==> src/rtl/voice_mixer.sv <==
// Voice mixer: applies a per-channel linear attack/release envelope to a
// time-multiplexed stream of voice samples, sums one frame, scales and
// saturates the sum, and offers one mixed sample per frame downstream.
module voice_mixer #(
  parameter  int WIDTH        = 18,
  parameter  int NUM_CHANNELS = 16,
  parameter  int ENV_BITS     = 8,
  parameter  int ATK_STEP     = 4,
  parameter  int REL_STEP     = 2,
  parameter  int OUT_SHIFT    = 4,
  localparam int CH_BITS      = $clog2(NUM_CHANNELS)
) (
  input  logic                    clk_i,
  input  logic                    rst_ni,
  input  logic                    in_valid_i,
  input  logic [CH_BITS-1:0]      in_ch_i,
  input  logic [WIDTH-1:0]        in_sample_i,
  input  logic                    in_last_i,
  input  logic [NUM_CHANNELS-1:0] gate_i,
  input  logic                    out_ready_i,
  output logic                    out_valid_o,
  output logic [WIDTH-1:0]        out_sample_o,
  output logic                    overrun_o,
  input  logic                    clr_overrun_i
);

  localparam int ACC_W  = WIDTH + CH_BITS + 1;
  localparam int PROD_W = WIDTH + ENV_BITS + 1;

  localparam logic [ENV_BITS:0] ENV_MAX_X = {1'b0, {ENV_BITS{1'b1}}};
  localparam logic [ENV_BITS:0] ATK_X     = (ENV_BITS+1)'(ATK_STEP);
  localparam logic [ENV_BITS:0] REL_X     = (ENV_BITS+1)'(REL_STEP);

  localparam logic signed [ACC_W-1:0] SAT_MAX = {{(ACC_W-WIDTH+1){1'b0}}, {(WIDTH-1){1'b1}}};
  localparam logic signed [ACC_W-1:0] SAT_MIN = {{(ACC_W-WIDTH+1){1'b1}}, {(WIDTH-1){1'b0}}};

  typedef enum logic {EMPTY, FULL} outState_e;

  outState_e state_q, state_d;

  logic [ENV_BITS-1:0]     level_q [NUM_CHANNELS];
  logic [ENV_BITS-1:0]     level_d;
  logic [ENV_BITS-1:0]     curLevel;
  logic                    chInRange;
  logic [ENV_BITS:0]       levelUp;
  logic [ENV_BITS:0]       levelDn;

  logic signed [PROD_W-1:0] prod;
  logic signed [WIDTH-1:0]  scaled;
  logic signed [ACC_W-1:0]  acc_q, acc_d;
  logic signed [ACC_W-1:0]  frameSum;
  logic signed [ACC_W-1:0]  sumShift;
  logic [WIDTH-1:0]         res;

  logic                    frameEnd;
  logic                    loadOut;
  logic                    dropRes;
  logic [WIDTH-1:0]        out_sample_q;
  logic                    overrun_q;

  // Out-of-range channel indices contribute nothing and leave every envelope alone.
  assign chInRange = {1'b0, in_ch_i} < (CH_BITS+1)'(NUM_CHANNELS);
  assign curLevel  = chInRange ? level_q[in_ch_i] : '0;
  assign frameEnd  = in_valid_i && in_last_i;

  // Level is zero-extended so the multiply stays a signed product of the sample.
  assign prod     = PROD_W'($signed(in_sample_i)) * PROD_W'($signed({1'b0, curLevel}));
  assign scaled   = prod[WIDTH+ENV_BITS-1:ENV_BITS];
  assign frameSum = acc_q + ACC_W'(scaled);
  assign sumShift = frameSum >>> OUT_SHIFT;

  // Next envelope level for the addressed channel, clamped at both ends instead of wrapping.
  always_comb begin
    levelUp = {1'b0, curLevel} + ATK_X;
    levelDn = {1'b0, curLevel} - REL_X;
    level_d = curLevel;
    if (gate_i[in_ch_i]) begin
      level_d = (levelUp > ENV_MAX_X) ? ENV_MAX_X[ENV_BITS-1:0] : levelUp[ENV_BITS-1:0];
    end else begin
      level_d = ({1'b0, curLevel} < REL_X) ? '0 : levelDn[ENV_BITS-1:0];
    end
  end

  // Envelope levels advance once per consumed sample of their own channel.
  always_ff @(posedge clk_i or negedge rst_ni) begin
    if (!rst_ni) begin
      for (int i = 0; i < NUM_CHANNELS; i++) begin
        level_q[i] <= '0;
      end
    end else if (in_valid_i && chInRange) begin
      level_q[in_ch_i] <= level_d;
    end
  end

  // Frame accumulator restarts from zero on the cycle that closes a frame.
  always_comb begin
    acc_d = acc_q;
    if (in_valid_i) begin
      acc_d = in_last_i ? '0 : frameSum;
    end
  end

  // Accumulator register; a reset mid-frame throws away the partial sum.
  always_ff @(posedge clk_i or negedge rst_ni) begin
    if (!rst_ni) begin
      acc_q <= '0;
    end else begin
      acc_q <= acc_d;
    end
  end

  // Saturate the scaled frame sum into the output sample range.
  always_comb begin
    res = sumShift[WIDTH-1:0];
    if (sumShift > SAT_MAX) begin
      res = SAT_MAX[WIDTH-1:0];
    end else if (sumShift < SAT_MIN) begin
      res = SAT_MIN[WIDTH-1:0];
    end
  end

  // Output holding register state: EMPTY or FULL.
  always_ff @(posedge clk_i or negedge rst_ni) begin
    if (!rst_ni) begin
      state_q <= EMPTY;
    end else begin
      state_q <= state_d;
    end
  end

  // A new result keeps the register full; a handshake without one empties it.
  always_comb begin
    state_d = state_q;
    case (state_q)
      EMPTY:   if (frameEnd) state_d = FULL;
      FULL:    if (out_ready_i && !frameEnd) state_d = EMPTY;
      default: state_d = EMPTY;
    endcase
  end

  // A result loads when the slot is free or being drained this cycle, otherwise it is dropped.
  always_comb begin
    out_valid_o = (state_q == FULL);
    loadOut     = frameEnd && ((state_q == EMPTY) || out_ready_i);
    dropRes     = frameEnd && (state_q == FULL) && !out_ready_i;
  end

  // Output sample and sticky overrun flag; a drop beats a simultaneous clear.
  always_ff @(posedge clk_i or negedge rst_ni) begin
    if (!rst_ni) begin
      out_sample_q <= '0;
      overrun_q    <= 1'b0;
    end else begin
      if (loadOut) begin
        out_sample_q <= res;
      end
      if (dropRes) begin
        overrun_q <= 1'b1;
      end else if (clr_overrun_i) begin
        overrun_q <= 1'b0;
      end
    end
  end

  assign out_sample_o = out_sample_q;
  assign overrun_o    = overrun_q;

endmodule

==> config.mk <==
export PLATFORM = sky130hd
export DESIGN_NAME = voice_mixer
export DESIGN_NICKNAME = d
export VERILOG_FILES = /design/src/rtl/voice_mixer.sv
export SDC_FILE = /design/constraint.sdc
export NUM_CORES = 1
export LEC_CHECK = 0
export BUFFER_PORTS_ARGS = -buffer_cell sky130_fd_sc_hd__buf_2
export CAP_MARGIN = 20
export CORE_UTILIZATION = 35
export DETAILED_ROUTE_END_ITERATION = 6
export PLACE_DENSITY = 0.48
export SYNTH_ARGS = -nofsm -noshare
export SYNTH_HDL_FRONTEND = slang
export SYNTH_SLANG_ARGS = --single-unit
==> constraint.sdc <==
create_clock -name clk_i -period 26.2 [get_ports clk_i]
set_clock_uncertainty 0.1 [all_clocks]
set_input_delay 0 -clock clk_i [delete_from_list [all_inputs] [get_ports clk_i]]
set_output_delay 0 -clock clk_i [all_outputs]
set_load 0.02 [all_outputs]
Word-level counts from Yosys, hierarchy flattened
Index checks and enable logic that the tools add are counted.

word-level totals
  bits in registers = 171
  latch bits = 0
  RAM bits = 0
  bits in read-only memories = 0
  bits of input ports = 44
  output and inout port bits = 20
  word-level logic and storage cells = 62
  memories kept = 0

operators by class
  $add $sub $neg = 3
  multiply operators = 1
  div/mod/pow operators = 0
  $lt $le $gt $ge = 7
  equal/unequal tests = 0
  shift-type cells = 0
  multiplexer cells = 19
  bitwise operators = 2
  reductions and logical operators = 10

operators with widths
  cell                                                             number
  bitwise mux 128 bit                                              1
  two-way mux 8 bit                                                6
  two-way mux 18 bit                                               2
  binary-select mux 8 bit (select 4 bit)                           1
  demux 8 bit (select 4 bit)                                       1
  multiplier 18 x 9 -> 26 bit                                      1
  adder 23 x 18 -> 23 bit                                          1
  two-way mux 23 bit                                               1
  greater-than comparator 19 x 18 -> 1 bit, second input constant  1
  < comparator 19 x 18 -> 1 bit, second input constant             1
  adder 8 x 3 -> 9 bit, second input constant                      1
  greater-than comparator 9 x 8 -> 1 bit, second input constant    1
  < comparator 8 x 2 -> 1 bit, second input constant               1
  subtractor 8 x 2 -> 8 bit, second input constant                 1
  logical AND 1 bit                                                6
  >= comparator 5 bit, second input constant                       1
  < comparator 4 x 5 -> 1 bit, second input constant               1
  < comparator 5 x 1 -> 1 bit, second input constant               1
  two-way mux 1 bit                                                5
  NOT 4 -> 5 bit                                                   1
  binary-select mux 1 bit (select 4 bit)                           1
  logical NOT 1 bit                                                2
  case mux 1 bit (2 select lines)                                  1
  nonzero test 2 bit                                               1
  other kinds (2)                                                  2

Logic depth before layout (Yosys ltp)
Gate-level depths: netlist of run 1.

  depth after elaboration = 9
  depth in mapped cells = 41
  mapped depth without buffers = 34

Worst setup path after synthesis of run 1
No wires, ideal clock.

  path type = input-to-reg
  start point = input in_ch_i[0]
  end point = register out_sample_q[10] (netlist: out_sample_o[10])
  setup time = 138 ps
  arrival = 8457 ps
  data required time = 25962 ps
  path slack = 17505 ps
  stages = 39
  buffers on the path = 8
  cell sequence = buf_6 > buf_12 > buf_6 > buf_6 > mux4_2 > mux4_2 > clkbuf_2 > clkbuf_1 > and2_1 > ha_1 > fa_1 > fa_1 > inv_1 > fa_1 > inv_1 > ha_1 > a21o_1 > a21o_1 > [... 3 more ...] > o21ai_0 > a31o_2 > a21o_1 > a21oi_1 > xnor2_1 > ha_1 > a21o_1 > a21oi_1 > o21ai_0 > a21oi_1 > and3_1 > clkbuf_1 > nor3_1 > a2111oi_2 > nand3_2 > nor2_4 > buf_4 > o311ai_1

between the ends
  longest elaborated chain between the ends = 9
  elaborated cells between the ends (all ways) = 10
  those cells by class = add/sub (1); mul (1); order compare (2); mux (5); bitwise (1)

RTL lines
  element                                                  RTL line  source
  start, declared                                          16        input logic [CH_BITS-1:0] in_ch_i,
  NOT 4 -> 5 bit (implied by the code) *                   63        assign curLevel = chInRange ? level_q[in_ch_i] : '0;
  binary-select mux 8 bit (select 4 bit) *                 63
  two-way mux 8 bit (implied by the code) * (2 in series)  63
  multiplier 18 x 9 -> 26 bit *                            67        assign prod = PROD_W'($signed(in_sample_i)) * PROD_W'($signed({1'b0, curLevel}));
  adder 23 x 18 -> 23 bit *                                69        assign frameSum = acc_q + ACC_W'(scaled);
  < comparator 19 x 18 -> 1 bit                            117       end else if (sumShift < SAT_MIN) begin
  two-way mux 18 bit                                       117
  two-way mux 18 bit *                                     115       if (sumShift > SAT_MAX) begin
  end signal, assigned                                     155       out_sample_q <= res;
  end, declared                                            58        logic [WIDTH-1:0] out_sample_q;

Every way passes the cells marked *; elsewhere a longest branch is shown, timed or not. The select of a mux whose other input is x is not followed.
A chain may end at the register's enable or synchronous reset.

Worst setup path in the final report of run 1
  start point = input in_ch_i[0]
  end point = register out_sample_q[4] (netlist: out_sample_o[4])

The elaborated chain is that of the path after synthesis.

==> results of run 1 <==
state kept, by name, summed over array words and instances, names as in the netlist:
register      flops
acc_q            23
overrun_o         1
out_valid_o       1
out_sample_o     18
level_q         128
cell type report:
type	instances	area, um2	share of cell area, %
flip-flops and latches	171	4279	27.55
repair buffers	89	556.8	3.585
clock inverters	13	127.6	0.8217
inverters	174	653.1	4.205
well taps	525	656.9	4.229
clock buffers	19	442.9	2.852
multi-input cells	995	8816	56.76
stage by stage:
stage,hold WS [ns],utilization (%),instance area [um2]
after floorplan,-0.3956,-,14130
after detailed placement,-0.1638,37.35,14840
after global placement,-0.1648,37.35,14840
after global routing,0.2890,39.09,15530
after CTS,0.2245,39.04,15510
final,0.2326,39.09,15530
final timing paths:
kind / end / slack [ns] / cells after the start / start
setup / recovery: out_sample_o[4] / 16.47 / 31 / in_ch_i[0]
hold / removal: level_q[76] / 0.23 / 4 / in_ch_i[2]
setup reg to reg: out_sample_o[4] / 16.48 / 29 / level_q[77]
hold reg to reg: level_q[50] / 0.38 / 2 / level_q[50]
max in group asynchronous: level_q[36] / 23.83 / 5 / rst_ni
min in group asynchronous: overrun_o / 0.48 / 4 / rst_ni
cells in the mapped netlist (all sizes together) (18+ instances only):
library cell / number / area (um2)
buf: 35 / 257.8
nand3: 18 / 95.09
clkbuf: 34 / 130.1
fa: 112 / 2242
dfrtp: 171 / 4279
nand2: 162 / 608.1
mux2: 27 / 304.0
mux4: 43 / 1016
ha: 78 / 975.9
a21oi: 98 / 580.6
xnor2: 27 / 236.5
nor2: 90 / 345.3
o21ai: 63 / 319.0
a21o: 23 / 172.7
and2: 71 / 446.7
inv: 173 / 649.4
xor2: 19 / 166.4
per-layer routing:
metal / vias up / part of all wire, %
met2: 131 / 45
li1: 4817 / -
met4: 0 / 0.81
met5: - / 0
met1: 5011 / 51
met3: 20 / 3.4
cell families (layout without fill, tap and decap cells):
logic type,Yosys count,count (layout),synth area share (%)
fa+ha+maj,190,190,22.78
flops,171,171,30.29
mux,74,74,9.627
compound gates,278,278,13.37
buf+inv,243,295,7.369
xor+xnor,46,46,2.852
simple gates,407,407,13.71
tightest hold or removal path: cells and delay by family:
kind                   cells  cell delay, ns
AND/OR/NAND/NOR            2            0.32
AO/OA/AOI/OAI              1            0.13
buffers and inverters      1            0.27
==> impl_metrics.ini, run 1 <==
[outcome]
outcome = complete, no violations

[worst_setup_path]
required_ns = 26.41
path_buf_inv = 4
worstPathMaxFanout = 42
critPathCaptureType = register
cpLargestDelayFamily = compound AO/OA/AOI/OAI gates
cp-start-kind = input port
slowest_delay_ns = 0.76
arrival_ns = 9.94
path_class = input port to register
cp_slowest_cell = mux4_2
crit_top_cell = a21oi_1

[global_routing]
grt-ovfl-total = 0
busiest_layer = met2
antenna_found_initial = 0
grt_use_met1_pct = 27.57
met3_usage_pct = 2.504
grt_pass1_vias = 10570
grt_max_degree = 70
grt_pass1_wl_um = 59780
grt_usage_pct = 18.55
grtUsageMet2_pct = 28.75

[synthesis]
synth_fp_nets = 1643
yosys_warnings = 0
synth_edf_count = 0
ys_ff_latch = 171
synth_ff_type = dfrtp_1
syn_avg_cell_area_um2 = 10.03
ys_seq_area_share_pct = 30.29
syn_area_um2 = 14130
syn_inst = 1409
synthArstFlopShare_pct = 100.0
ys_types = 76

[final_layout]
final_net_count = 1682
synthToLayoutAreaGrowth_pct = 9.946
final_common_cell = inv_1
fill_cells = 3944
diodes = 0
layout-drive-gt1-share_pct = 14.85
mostFrequentLayoutCells = inv_1, dfrtp_1, nand2_1, fa_1, nor2_1
final_cells = 1986

[sta]
finalSetupViolations = 0
finalMaxSlewViolations = 0
post-route-min-period_ns = 9.726
slew_headroom_pct = 24.09
fin_crit_sh_pct = 37.12
hold_viol_final = 0
fmax_mhz = 102.8
rsz0062_at_grt = false
timing.setup.tns_ns = 0
setup_ws_ns = 16.47
worst_pin_slew_ns = 1.139

[floorplanning]
fp.dieH_um = 202.9
core_area_um2 = 39730
ios = 64
rows = 73
start_util_pct = 35.56
die-area_um2 = 41170
die_w_um = 202.9

[clock_network]
cts_made_buffers = 17
post_cts_buffers = 0
cts_resized = 0
path_clk_slew_ns = 0.07
cts_hold_buffers = 9
clkLatencyLatePin_ns = 0.45
clock_path_buffers = 2
numClockSinks = 171
cts_tree = built
htree_num_levels = 4
cts_root_buf = clkbuf_16

[placed_design]
gp_routability_congestion = 0.8134
dp_cells = 1943
numPortBuffers = 63
post-dp-hpwl_um = 25840
place_ws_ns = 15.96

[routing]
drt-initial-drc-count = 530
detail-route-antenna-nets = 0
dr_total_vias = 9979
wirelength_um = 34980
wl_per_cell_um = 17.61
drc = 0
viasPerCell = 5.025
drt-pass1-iter-count = 4

[run]
drv_cap = 0

[min_path]
min_path_type = input port to register
Power of run 1 is left out: the tool's default activity adds up to more than one toggle a clock period on the data nets, which glitch-free logic cannot reach.
==> inputs of run 2 (changes only) <==
--- a/config.mk
+++ b/config.mk
@@ -5,11 +5,12 @@
 export SDC_FILE = /design/constraint.sdc
 export NUM_CORES = 1
 export LEC_CHECK = 0
+export ABC_AREA = 1
 export BUFFER_PORTS_ARGS = -buffer_cell sky130_fd_sc_hd__buf_2
 export CAP_MARGIN = 20
 export CORE_UTILIZATION = 35
 export DETAILED_ROUTE_END_ITERATION = 6
-export PLACE_DENSITY = 0.48
+export PLACE_DENSITY = 0.5
 export SYNTH_ARGS = -nofsm -noshare
 export SYNTH_HDL_FRONTEND = slang
 export SYNTH_SLANG_ARGS = --single-unit
==> constraint.sdc (replaced) <==
create_clock -name clk_i -period 8.67 [get_ports clk_i]
set_clock_uncertainty 0.1 [all_clocks]
set_input_delay 0 -clock clk_i [delete_from_list [all_inputs] [get_ports clk_i]]
set_output_delay 0 -clock clk_i [all_outputs]
set_load 0.02 [all_outputs]
==> run 2 against run 1 <==
Net effect: first-iteration DRC count up 55%; die area up 1.4%; sequential share of layout area down 0.54 points; core utilization up 0.42 points; design area up 2.0%; non-clock buffer count up 11; via count up 20%; area after synthesis up 1.4%; critical path depth up 6; routed wire length up 16%; global-route usage up 2.1 points; register-to-register slack worse by 16 ns; critical path type is now register to register; critical endpoint is now out_sample_o[8]; highest routed layer unchanged.
==> impl_metrics.ini, run 2 <==
[synthesis]
yosys.area.top_type_share_pct = 29.86
ys_top_cells_by_area = dfrtp_1, nand2_1, fa_1, ha_1, inv_1
ys_ff_latch = 171
synth_fp_nets = 2094
yosys_warnings = 0
yosys.area.top_type = dfrtp_1
syn_avg_cell_area_um2 = 7.704
synth_edf_count = 0
synthArstFlopShare_pct = 100.0
syn_inst = 1860
synth_ff_type = dfrtp_1
post_synth_most_frequent_cells = nand2_1, inv_1, dfrtp_1
synth_most_common_cell = nand2_1
ys_types = 51
ys_seq_area_share_pct = 29.86
syn_area_um2 = 14330

[worst_setup_path]
r2r_cells = 37
critPathCaptureType = register
required_ns = 8.90
crit_top_cell = nand2_1
endpoint = out_sample_o[8]
path_buf_inv = 6
cp-start-kind = register
rr_endpoint = out_sample_o[8]
worstPathMaxFanout = 14
crit_start = level_q[59]
cpLargestDelayFamily = adder cells
cp_slowest_cell = fa_1
path_class = register to register
arrival_ns = 8.16
timing.rr.start = level_q[59]
r2r_slack_ns = 0.74
slowest_delay_ns = 0.56
cp.depth = 37

[global_routing]
antenna_found_initial = 0
grt_usage_pct = 20.67
grt_max_degree = 97
grt-ovfl-total = 0
grt_pass1_vias = 12276
grt_pass1_wl_um = 67340

[clock_network]
cts_tree = built
numClockSinks = 171
clock_path_buffers = 2
clkLatencyLatePin_ns = 0.45
cts_root_buf = clkbuf_16
path_clk_slew_ns = 0.08
cts_made_buffers = 17
htree_num_levels = 4

[routing]
wl_per_cell_um = 16.46
wirelength_um = 40520
dr_total_vias = 12005
viasPerCell = 4.876
detail-route-antenna-nets = 0
drt-initial-drc-count = 824
drt-pass1-iter-count = 5
drc = 0

[placed_design]
gp_routability_congestion = 0.9009
numPortBuffers = 63
post-dp-hpwl_um = 31040
place_ws_ns = 0.3302
dp_cells = 2420

[floorplanning]
die_w_um = 204.3
start_util_pct = 35.74
ios = 64
rows = 73
core_area_um2 = 40100
die-area_um2 = 41760
fp.dieH_um = 204.3

[run]
drv_cap = 0

[sta]
hold_viol_final = 0
hold_ws_ns = 0.1037
setup_ws_ns = 0.7402
fmax_mhz = 126.1
worst_pin_slew_ns = 1.064
post-route-min-period_ns = 7.930
fin_crit_sh_pct = 91.46
finalMaxSlewViolations = 0
timing.setup.tns_ns = 0
slew_headroom_pct = 28.83
rsz0062_at_grt = false
finalSetupViolations = 0

[final_layout]
largest_register_ff_count = 128
synthToLayoutAreaGrowth_pct = 10.56
mostFrequentLayoutCells = nand2_1, inv_1, dfrtp_1, nor2_1, fa_1
regMostFlops = level_q
layout-drive-gt1-share_pct = 9.189
final_net_count = 2158
final_cells = 2462
diodes = 0
final_common_cell = nand2_1

[min_path]
min_path_type = input port to register

[outcome]
outcome = complete, no violations
run 2: cell types whose count changed after synthesis, sizes merged, moves of 14 or more:
cell and change:
mux4 -43, nand3 +17, a21o -19, o22ai +14
inv +95, mux2 -27, nand2 +508, nor2 +65
a22oi +31, and2 -71, o2bb2ai -16, a21oi -51
o21ai +31
run 2: worst min-delay path by stage:
stage | start | end | slack (ns) | cells after the start
6_report | in_ch_i[3] | level_q[38] | 0.10 | 4
5_1_grt | in_ch_i[3] | level_q[39] | 0.17 | 4
2_1_floorplan | rst_ni | acc_q[0] | -0.40 | 0
3_3_place_gp | rst_ni | out_sample_o[14] | 0.08 | 1
4_1_cts | in_ch_i[3] | level_q[39] | 0.09 | 4
3_5_place_dp | rst_ni | out_sample_o[13] | 0.08 | 1
run 2: cell families (layout without fill, tap and decap cells):
| logic type | count (synthesis) | after routing | synth area share (%) |
|---|---|---|---|
| and+or+nand+nor | 887 | 887 | 25.26 |
| buffers and inverters | 332 | 409 | 9.744 |
| AOI/OAI and AO/OA | 237 | 237 | 10.05 |
| adders and majority gates | 190 | 190 | 22.46 |
| DFF | 171 | 171 | 29.86 |
| xor gates and xnor gates | 43 | 43 | 2.628 |
run 2: cell type report:
type	instances	area, um2
Fill cell	4169	24250
Multi-Input combinational cell	1357	8655
Sequential cell	171	4279
Inverter	277	1051
Tap cell	525	656.9
Timing Repair Buffer	100	636.9
Clock buffer	18	429.2
Clock inverter	14	135.1
run 2: routing by layer:
layer	track usage, %	share of wire, %	vias up
li1	-	-	5916
met1	30.19	50	5817
met2	33.10	45	248
met3	1.865	3.7	24
met4	4.318	1.0	0
met5	0	0	-
run 2: worst min-delay path, cell delays in order:
cell and delay (ns):
buf_2 0.13, nand2_1 0.16, nor2_1 0.17, o21ai_1 0.14
run 2: what timing repair did:
action / CTS / global route
setup buffers: 0 / 2
hold buffers: 7 / 0
setup endpoints to repair: 0 / 5
hold endpoints to repair: 99 / 0
resized for setup: 0 / 1
run 2: stage by stage:
| stage | instance area (um2) | utilization, % |
|---|---|---|
| 2_1_floorplan | 14330 | - |
| 3_5_place_dp | 15160 | 37.81 |
| 5_1_grt | 15840 | 39.51 |
| 6_report | 15840 | 39.51 |
| 3_3_place_gp | 15160 | 37.81 |
| 4_1_cts | 15800 | 39.40 |
Power of run 2 is left out for the same reason.
